==> src/rtl/decode_stage.sv <==
// RV32I decode pipeline stage: decodes fetched words into a registered control
// entry with load-use interlock, flush, illegal detection and a bubble counter.
module decode_stage #(
  parameter int XLEN         = 32,
  parameter bit EN_MEXT      = 1'b0,
  parameter bit ILLEGAL_TRAP = 1'b1
) (
  input  logic            clk,
  input  logic            rst,
  input  logic            in_valid,
  output logic            in_ready,
  input  logic [31:0]     in_instr,
  input  logic [XLEN-1:0] in_pc,
  input  logic            flush,
  input  logic            ex_load_valid,
  input  logic [4:0]      ex_load_rd,
  output logic            out_valid,
  input  logic            out_ready,
  output logic [XLEN-1:0] out_pc,
  output logic [XLEN-1:0] out_imm,
  output logic [4:0]      out_rs1,
  output logic [4:0]      out_rs2,
  output logic [4:0]      out_rd,
  output logic [6:0]      out_opcode,
  output logic [2:0]      out_aluop,
  output logic [2:0]      out_cmpop,
  output logic [2:0]      out_regfilemux_sel,
  output logic            out_alumux1_sel,
  output logic [2:0]      out_alumux2_sel,
  output logic            out_cmpmux_sel,
  output logic            out_load_regfile,
  output logic            out_mem_read,
  output logic            out_mem_write,
  output logic [1:0]      out_mem_size,
  output logic            out_mem_unsigned,
  output logic            out_muldiv,
  output logic [2:0]      out_muldiv_op,
  output logic            out_illegal,
  output logic            stall,
  output logic [15:0]     bubble_count
);

  localparam logic [6:0] OP_LUI   = 7'b0110111;
  localparam logic [6:0] OP_AUIPC = 7'b0010111;
  localparam logic [6:0] OP_JAL   = 7'b1101111;
  localparam logic [6:0] OP_JALR  = 7'b1100111;
  localparam logic [6:0] OP_BR    = 7'b1100011;
  localparam logic [6:0] OP_LOAD  = 7'b0000011;
  localparam logic [6:0] OP_STORE = 7'b0100011;
  localparam logic [6:0] OP_IMM   = 7'b0010011;
  localparam logic [6:0] OP_REG   = 7'b0110011;

  localparam logic [6:0] F7_BASE = 7'b0000000;
  localparam logic [6:0] F7_ALT  = 7'b0100000;
  localparam logic [6:0] F7_MEXT = 7'b0000001;

  typedef struct packed {
    logic [XLEN-1:0] pc;
    logic [XLEN-1:0] imm;
    logic [4:0]      rs1;
    logic [4:0]      rs2;
    logic [4:0]      rd;
    logic [6:0]      opcode;
    logic [2:0]      aluop;
    logic [2:0]      cmpop;
    logic [2:0]      regfilemux_sel;
    logic            alumux1_sel;
    logic [2:0]      alumux2_sel;
    logic            cmpmux_sel;
    logic            load_regfile;
    logic            mem_read;
    logic            mem_write;
    logic [1:0]      mem_size;
    logic            mem_unsigned;
    logic            muldiv;
    logic [2:0]      muldiv_op;
    logic            illegal;
    logic            use_rs1;
    logic            use_rs2;
  } entry_t;

  logic [2:0]  w_f3;
  logic [6:0]  w_f7;
  logic [31:0] w_imm_i, w_imm_s, w_imm_b, w_imm_u, w_imm_j;

  assign w_f3    = in_instr[14:12];
  assign w_f7    = in_instr[31:25];
  assign w_imm_i = {{20{in_instr[31]}}, in_instr[31:20]};
  assign w_imm_s = {{20{in_instr[31]}}, in_instr[31:25], in_instr[11:7]};
  assign w_imm_b = {{19{in_instr[31]}}, in_instr[31], in_instr[7], in_instr[30:25], in_instr[11:8], 1'b0};
  assign w_imm_u = {in_instr[31:12], 12'b0};
  assign w_imm_j = {{11{in_instr[31]}}, in_instr[31], in_instr[19:12], in_instr[20], in_instr[30:21], 1'b0};

  entry_t      w_dec;
  logic        w_bad;
  logic [31:0] w_imm32;

  // Decoder; an illegal word keeps only its raw fields and carries no side effects.
  always_comb begin
    w_dec   = '0;
    w_bad   = 1'b0;
    w_imm32 = '0;
    unique case (in_instr[6:0])
      OP_LUI: begin
        w_imm32 = w_imm_u;
        w_dec.load_regfile = 1'b1;
        w_dec.regfilemux_sel = 3'd2;
      end
      OP_AUIPC: begin
        w_imm32 = w_imm_u;
        w_dec.load_regfile = 1'b1;
        w_dec.alumux1_sel = 1'b1;
        w_dec.alumux2_sel = 3'd1;
      end
      OP_JAL: begin
        w_imm32 = w_imm_j;
        w_dec.load_regfile = 1'b1;
        w_dec.regfilemux_sel = 3'd4;
        w_dec.alumux1_sel = 1'b1;
        w_dec.alumux2_sel = 3'd5;
      end
      OP_JALR: begin
        w_imm32 = w_imm_i;
        w_dec.load_regfile = 1'b1;
        w_dec.regfilemux_sel = 3'd4;
        w_dec.use_rs1 = 1'b1;
      end
      OP_BR: begin
        w_imm32 = w_imm_b;
        w_dec.alumux1_sel = 1'b1;
        w_dec.alumux2_sel = 3'd2;
        w_dec.cmpop = w_f3;
        w_dec.use_rs1 = 1'b1;
        w_dec.use_rs2 = 1'b1;
        w_bad = (w_f3 == 3'b010) || (w_f3 == 3'b011);
      end
      OP_LOAD: begin
        w_imm32 = w_imm_i;
        w_dec.load_regfile = 1'b1;
        w_dec.regfilemux_sel = 3'd3;
        w_dec.mem_read = 1'b1;
        w_dec.mem_size = w_f3[1:0];
        w_dec.mem_unsigned = w_f3[2];
        w_dec.use_rs1 = 1'b1;
        w_bad = (w_f3 == 3'b011) || (w_f3 == 3'b110) || (w_f3 == 3'b111);
      end
      OP_STORE: begin
        w_imm32 = w_imm_s;
        w_dec.alumux2_sel = 3'd3;
        w_dec.mem_write = 1'b1;
        w_dec.mem_size = w_f3[1:0];
        w_dec.use_rs1 = 1'b1;
        w_dec.use_rs2 = 1'b1;
        w_bad = (w_f3 > 3'b010);
      end
      OP_IMM: begin
        w_imm32 = w_imm_i;
        w_dec.load_regfile = 1'b1;
        w_dec.use_rs1 = 1'b1;
        unique case (w_f3)
          3'b010: begin w_dec.cmpop = 3'b100; w_dec.regfilemux_sel = 3'd1; w_dec.cmpmux_sel = 1'b1; end
          3'b011: begin w_dec.cmpop = 3'b110; w_dec.regfilemux_sel = 3'd1; w_dec.cmpmux_sel = 1'b1; end
          3'b001: begin w_dec.aluop = 3'b001; w_bad = (w_f7 != F7_BASE); end
          3'b101: begin
            if (w_f7 == F7_BASE) w_dec.aluop = 3'b101;
            else if (w_f7 == F7_ALT) w_dec.aluop = 3'b010;
            else w_bad = 1'b1;
          end
          default: w_dec.aluop = w_f3;
        endcase
      end
      OP_REG: begin
        w_dec.load_regfile = 1'b1;
        w_dec.alumux2_sel = 3'd4;
        w_dec.use_rs1 = 1'b1;
        w_dec.use_rs2 = 1'b1;
        if (w_f7 == F7_MEXT) begin
          w_dec.muldiv = EN_MEXT;
          w_dec.muldiv_op = EN_MEXT ? w_f3 : 3'b000;
          w_bad = !EN_MEXT;
        end else if (w_f7 == F7_BASE) begin
          unique case (w_f3)
            3'b010:  begin w_dec.cmpop = 3'b100; w_dec.regfilemux_sel = 3'd1; end
            3'b011:  begin w_dec.cmpop = 3'b110; w_dec.regfilemux_sel = 3'd1; end
            default: w_dec.aluop = w_f3;
          endcase
        end else if (w_f7 == F7_ALT) begin
          if (w_f3 == 3'b000) w_dec.aluop = 3'b011;
          else if (w_f3 == 3'b101) w_dec.aluop = 3'b010;
          else w_bad = 1'b1;
        end else begin
          w_bad = 1'b1;
        end
      end
      default: w_bad = 1'b1;
    endcase
    if (w_bad) begin
      w_dec = '0;
      w_dec.illegal = 1'b1;
    end
    w_dec.pc     = in_pc;
    w_dec.imm    = XLEN'($signed(w_imm32));
    w_dec.opcode = in_instr[6:0];
    w_dec.rs1    = in_instr[19:15];
    w_dec.rs2    = in_instr[24:20];
    w_dec.rd     = w_dec.load_regfile ? in_instr[11:7] : 5'd0;
  end

  entry_t      r_ent;
  logic        r_held;
  logic [15:0] r_bubble;
  logic        w_stall, w_pop, w_accept, w_keep;

  assign w_stall = r_held && ex_load_valid && (ex_load_rd != 5'd0) &&
                   ((r_ent.use_rs1 && (r_ent.rs1 == ex_load_rd)) ||
                    (r_ent.use_rs2 && (r_ent.rs2 == ex_load_rd)));
  assign out_valid = !rst && r_held && !w_stall;
  assign stall     = !rst && w_stall;
  assign in_ready  = !rst && !flush && (!r_held || (out_valid && out_ready));
  assign w_pop     = out_valid && out_ready;
  assign w_accept  = in_valid && in_ready;
  assign w_keep    = !w_dec.illegal || ILLEGAL_TRAP;

  // Flush beats everything; a dropped illegal word still lets the old entry pop.
  always_ff @(posedge clk) begin
    if (rst) begin
      r_held   <= 1'b0;
      r_ent    <= '0;
      r_bubble <= '0;
    end else if (flush) begin
      r_held <= 1'b0;
    end else begin
      if (w_stall && (r_bubble != 16'hFFFF)) r_bubble <= r_bubble + 16'd1;
      if (w_accept && w_keep) begin
        r_held <= 1'b1;
        r_ent  <= w_dec;
      end else if (w_pop) begin
        r_held <= 1'b0;
      end
    end
  end

  assign out_pc             = r_ent.pc;
  assign out_imm            = r_ent.imm;
  assign out_rs1            = r_ent.rs1;
  assign out_rs2            = r_ent.rs2;
  assign out_rd             = r_ent.rd;
  assign out_opcode         = r_ent.opcode;
  assign out_aluop          = r_ent.aluop;
  assign out_cmpop          = r_ent.cmpop;
  assign out_regfilemux_sel = r_ent.regfilemux_sel;
  assign out_alumux1_sel    = r_ent.alumux1_sel;
  assign out_alumux2_sel    = r_ent.alumux2_sel;
  assign out_cmpmux_sel     = r_ent.cmpmux_sel;
  assign out_load_regfile   = r_ent.load_regfile;
  assign out_mem_read       = r_ent.mem_read;
  assign out_mem_write      = r_ent.mem_write;
  assign out_mem_size       = r_ent.mem_size;
  assign out_mem_unsigned   = r_ent.mem_unsigned;
  assign out_muldiv         = r_ent.muldiv;
  assign out_muldiv_op      = r_ent.muldiv_op;
  assign out_illegal        = r_ent.illegal;
  assign bubble_count       = r_bubble;

endmodule

==> config.mk <==
export PLATFORM = sky130hd
export DESIGN_NAME = decode_stage
export DESIGN_NICKNAME = d
export VERILOG_FILES = /design/src/rtl/decode_stage.sv
export SDC_FILE = /design/constraint.sdc
export NUM_CORES = 1
export LEC_CHECK = 0
export ABC_AREA = 1
export BUFFER_PORTS_ARGS = -buffer_cell sky130_fd_sc_hd__buf_4
export CORE_MARGIN = 2
export CORE_UTILIZATION = 40
export CTS_CLUSTER_SIZE = 30
export DETAILED_ROUTE_END_ITERATION = 7
export GPL_ROUTABILITY_DRIVEN = 0
export MAX_ROUTING_LAYER = met4
export SETUP_SLACK_MARGIN = 0.05
export SYNTH_ARGS = -nofsm -noshare
export SYNTH_HDL_FRONTEND = slang
export SYNTH_SLANG_ARGS = --single-unit
==> constraint.sdc <==
create_clock -name clk -period 3.2 [get_ports clk]
set_input_delay 0.64 -clock clk [delete_from_list [all_inputs] [get_ports clk]]
set_output_delay 0.64 -clock clk [all_outputs]
set_load 0.05 [all_outputs]
Word level (Yosys, flattened, before mapping)
Index checks and enable logic that the tools add are counted.
- eq/ne operators: 20
- add/sub/neg operators: 1
- reduce and logical (&&, ||, !) cells: 40
- magnitude comparators: 1
- muxes and demuxes: 39
- bitwise gates (word level): 1
- operator list (cell ; number):
    $pmux W32 S5 ; 1
    $pmux W3 S5 ; 2
    $eq A7 B6 Y1 const B ; 4
    $mux W27 ; 1
    $eq A7 B7 Y1 const B ; 3
    $mux W1 ; 18
    $pmux W3 S3 ; 2
    $add A16 B1 Y16 const B ; 1
    $ne A16 B16 Y1 const B ; 1
    $eq A7 B5 Y1 const B ; 2
    $logic_and A1 B1 Y1 ; 13
    $pmux W6 S2 ; 1
    $eq A5 B5 Y1 ; 2
    $mux W2 ; 5
    $reduce_or A2 Y1 ; 5
    $eq A3 B3 Y1 const B ; 3
    $mux W3 ; 3
    $mux W9 ; 1
    $reduce_or A3 Y1 ; 3
    $eq A7 B1 Y1 const B ; 1
    $eq A7 B2 Y1 const B ; 1
    $logic_not A7 Y1 ; 1
    $reduce_bool A7 Y1 ; 1
    $reduce_or A7 Y1 ; 1
    other kinds (17) ; 26
- output and inout port bits: 130
- word-level logic and storage cells: 126
- input port bits: 75
- bits in registers: 130

Logic depth before layout (Yosys ltp)
- word-level depth: 11
- gate-level depth with buffers: 14
- mapped depth without buffers: 13

Least setup slack after synthesis
Ideal clock, no wire load.
- path type: input port to output port
- start: input port ex_load_rd[2]
- end: output port out_valid
- arrival: 2.174 ns
- cell stages on the path: 7
- path buffers: 0
- path slack: 0.386 ns
- data required time: 2.560 ns
- path through: nor3_1 -> nand3_1 -> nand3_1 -> inv_2 -> nand2_2 -> inv_1 -> nor3_1
- longest elaborated chain between the ends: 6
- elaborated cells between the ends (all ways): 10
- classes of those cells: eq/ne (2); reduce/logical (8)
- RTL lines (item ; line ; source):
    start, declared ; 16 ; input logic [4:0] ex_load_rd,
    $eq A5 B5 Y1 (on tied branches) ; 215, 216 ;
    $logic_and A1 B1 Y1 (on tied branches) ; 215, 216 ;
    $logic_or A1 B1 Y1 ; 215 ; ((r_ent.use_rs1 && (r_ent.rs1 == ex_load_rd)) ||
    $logic_and A1 B1 Y1 (*) ; 214 ; assign w_stall = r_held && ex_load_valid && (ex_load_rd != 5'd0) &&
    $logic_not A1 Y1 (*) ; 217 ; assign out_valid = !rst && r_held && !w_stall;
    $logic_and A1 B1 Y1 (*) ; 217 ;
    end, declared ; 17 ; output logic out_valid,
Mark *: on every way between the ends. The rest lies on a longest branch, timed or not.

Final worst setup path
- start: input port ex_load_rd[2]
- end: output port in_ready
- longest elaborated chain between the ends: 9
- elaborated cells between the ends (all ways): 13
- classes of those cells: eq/ne (2); reduce/logical (11)
- RTL lines (item ; line ; source):
    $eq A5 B5 Y1 (on tied branches) ; 215, 216 ;
    $logic_and A1 B1 Y1 (on tied branches) ; 215, 216 ;
    $logic_or A1 B1 Y1 ; 215 ;
    $logic_and A1 B1 Y1 (*) ; 214 ;
    $logic_not A1 Y1 (*) ; 217 ;
    $logic_and A1 B1 Y1 (*) ; 217 ;
    $logic_and A1 B1 Y1 (*) ; 219 ; assign in_ready = !rst && !flush && (!r_held || (out_valid && out_ready));
    $logic_or A1 B1 Y1 (*) ; 219 ;
    $logic_and A1 B1 Y1 (*) ; 219 ;
    end, declared ; 11 ; output logic in_ready,
Marks and branches as above.

==> out/results.md <==
• result of the run: complete, no violations
• cell area reported after detailed placement: 0.00764 sq mm
• overall power after layout: 0.00397 W
• crit-path max FO: 4
• CP Cell Sequence: buf_4 -> nor3_1 -> nand3_1 -> nand3_1 -> inv_2 -> nand2_2 -> nand3_2 -> a21oi_4 -> buf_4
• maximum VDD drop: 0.386 mV
• Leak Pwr: 3.56 nW
• maximum number of pins on one net before global-route repair: 107
• cell at the root of the clock tree: clkbuf_16
• Setup Crit Path Kind: primary input to output pin
• clock-pin transition on the worst setup and hold timing paths: 0.05 ns
• number of levels in the clock H-tree: 4
• post-synthesis cell type count: 33
• DPL Wire Length: 13700 um
• Total GRT Usage: 22.1%
• R2R Path End: out_imm[17]
• Mean Syn Cell Area: 6.83 sq um
• TritonCTS clock tree: yes
• synthesized area: 0.00679 sq mm
• fraction of synthesis flops using an asynchronous set or reset pin: 0%
• type of origin of the critical path: primary input
• total congestion overflow after global routing: 0
• width of the chip: 134 um
• cell type with the largest total area after synthesis: dfxtp_1
• critical register-to-register path startpoint: out_rs1[3]
• share of the synthesized area in the top cell type: 37.2%
• violation count after the first detailed-route iteration: 512
• number of synthesized flops with an enable pin: 0
• dominant cell by count in the synthesized netlist: nand2_1
• DRC Markers: 0
• portion of the post-synthesis area used by sequential elements: 37.2%
• fin. max-slew vios: 0
• final hold violations: 0
• fmax: 397 MHz
• terminating pin of the worst hold path: out_imm[11]
• number of primary I/O pins: 205
• maximum buffer depth of the clock tree: 2
• number of input and output port buffers inserted: 200
• post-layout minimum cycle time: 2.52 ns
• antenna violations before repair: 0
• routed length per instance: 14.9 um
• number of instances on the worst hold path: 2
• die outline area: 0.0180 sq mm
• Gates resized, CTS repair: 0
• main area contributors after synthesis: dfxtp_1 (37%), buf_4 (13%), nand2_1 (12%)
• area added between synthesis and finish: 21.2%
• number of vias after detailed routing: 6429
• hold path startpoint: out_imm[11]
• period utilization: 78.7%
• final setup violation count: 0
• Most used DFF post-synth: dfxtp_1
• sink count of the clock tree: 126
• setup fix buffers added after clock tree synthesis: 0
• residual antenna-violating net count after detailed routing: 0
• worst hold path type: register to register
• total inserted antenna cells: 0
• Worst Reg-to-Reg Cells: 12
• crit path DAT: 1.88 ns
• post-layout instance area: 0.00822 sq mm
• synthesized instance count: 994
• final worst clock skew: 0.00922 ns
• top cells by instance count after synthesis: nand2_1 (211), nand3_1 (139), a21oi_1 (127)
• number of hold buffers added after CTS: 0
• slowest stage cell on the critical path: buf_4
• FF+latch count, synth: 126
• count of nets after finishing: 1142
• Setup crit end kind: output pin
• max cap viols: 0
• global-route wire length before repair: 30900 um
• latest clock arrival within the worst-skew pair: 0.41 ns
• transition time at the pin with the least slew margin: 0.848 ns
• fraction of final layout cells sized beyond drive strength 1: 23.7%
• DRT Wirelength: 19300 um
• First-pass DRT Iterations: 6
• largest incremental delay on the critical path: 0.23 ns
• Max-Slew Margin vs Limit: 43.5%
• vias in the first global route: 6006
• Power Density: 482 mW/mm^2
• Die H: 134 um
• starting density of the core: 40.9%
• clock buffers created by TritonCTS: 17
• core region area: 0.0166 sq mm
• ratio of routed vias to standard cells: 4.95
• unrepaired setup endpoints after global routing: no
• Setup TNS: 0 ns
• Final Util: 49.6%
• yosys synthesis warning count: 0
• number of placement rows: 47
• CP Data Required Time: 2.56 ns
• minimum setup slack among reg-to-reg paths: 1.04 ns
==> stage by stage <==
stage / hold WS [ns] / worst slack (ns) / instances
after floorplan: 0.421 / 0.386 / 997
after global placement: 0.434 / 0.586 / 1267
after detailed placement: 0.442 / 0.569 / 1267
after CTS: 0.450 / 0.643 / 1298
after global routing: 0.464 / 0.548 / 1298
final: 0.447 / 0.680 / 1298
==> how the worst max path moves through the flow <==
stage,startpoint,endpoint,depth (start not counted)
global route,ex_load_rd[2],in_ready,9
detailed placement,ex_load_rd[2],out_pc[1],12
finish,ex_load_rd[2],in_ready,9
global placement,ex_load_rd[2],out_imm[12],12
floorplan,ex_load_rd[2],out_valid,7
CTS,ex_load_rd[2],in_ready,9
==> critical path: cells and delay by family <==
family,cells,cell delay (ns)
compound gates,1,0.18
simple gates,5,0.66
buf+inv,3,0.40
==> cells in the final DEF, fill, tap and decap left out, types with 2 or more instances in the layout <==
cell | netlist | routed
nand2_1 | 211 | 211
buf_4 | 116 | 206
nand3_1 | 139 | 138
a21oi_1 | 127 | 127
dfxtp_1 | 126 | 126
inv_1 | 78 | 78
nor2_1 | 67 | 67
o21ai_0 | 25 | 25
clkbuf_16 | 0 | 17
nor3_1 | 10 | 10
nand4_1 | 9 | 9
o22ai_1 | 7 | 7
inv_2 | 6 | 6
clkbuf_8 | 0 | 5
conb_1 | 1 | 4
clkbuf_1 | 26 | 4
nand3_2 | 3 | 3
nor2_4 | 3 | 3
nor4_1 | 3 | 3
xor2_1 | 3 | 3
buf_12 | 0 | 3
o21ai_1 | 2 | 2
nand2_2 | 2 | 2
nor2_2 | 2 | 2
a31oi_1 | 2 | 2
o21a_1 | 2 | 2
bufinv_16 | 0 | 2
clkinv_2 | 0 | 2
==> metal layers <==
layer  part of all wire [%]  up-vias  track usage [%]
met5                      0        -                -
met4                    1.9        0             6.90
met3                    6.8       25             6.39
met2                     46      228             33.8
met1                     46     2907             28.2
li1                       -     3269                -
==> state kept, by name, indices dropped and copies added (netlist names), 3 cells and up <==
name and count:
out_alumux2_sel 3, out_cmpop 3, out_rs2 5, out_aluop 3, out_imm 32, out_rs1 5, out_regfilemux_sel 3, bubble_count 16
out_opcode 7, out_pc 32, out_rd 5
==> cell families (layout without fill, tap and decap cells) <==
family,Yosys count,after routing,synth area share (%)
AND/OR/NAND/NOR,452,452,29.1
buffers and inverters,243,324,20.2
AO/OA/AOI/OAI,167,167,12.8
flip-flops,126,126,37.2
XOR/XNOR,4,4,0.516
adder cells (fa/ha/maj),1,1,0.184
other,1,4,0.0552
==> power breakdown <==
part	total, W	leakage, nW	switching (W)	internal, W
Clock	0.00192	0.290	0.000674	0.00124
Combinational	0.000437	2.25	0.000296	0.000141
Sequential	0.00161	1.02	0.0000157	0.00159
Total	0.00397	3.56	0.000986	0.00298
==> cell type report <==
type,instances,area [sq um]
repair buffers,209,1610
flip-flops and latches,126,2520
fillers,1750,8360
inverters,84,315
multi-input cells,628,2920
well taps,220,275
clock inverters,5,78.8
clock buffers,26,509
No activity file was read; power rests on OpenSTA's default activity.
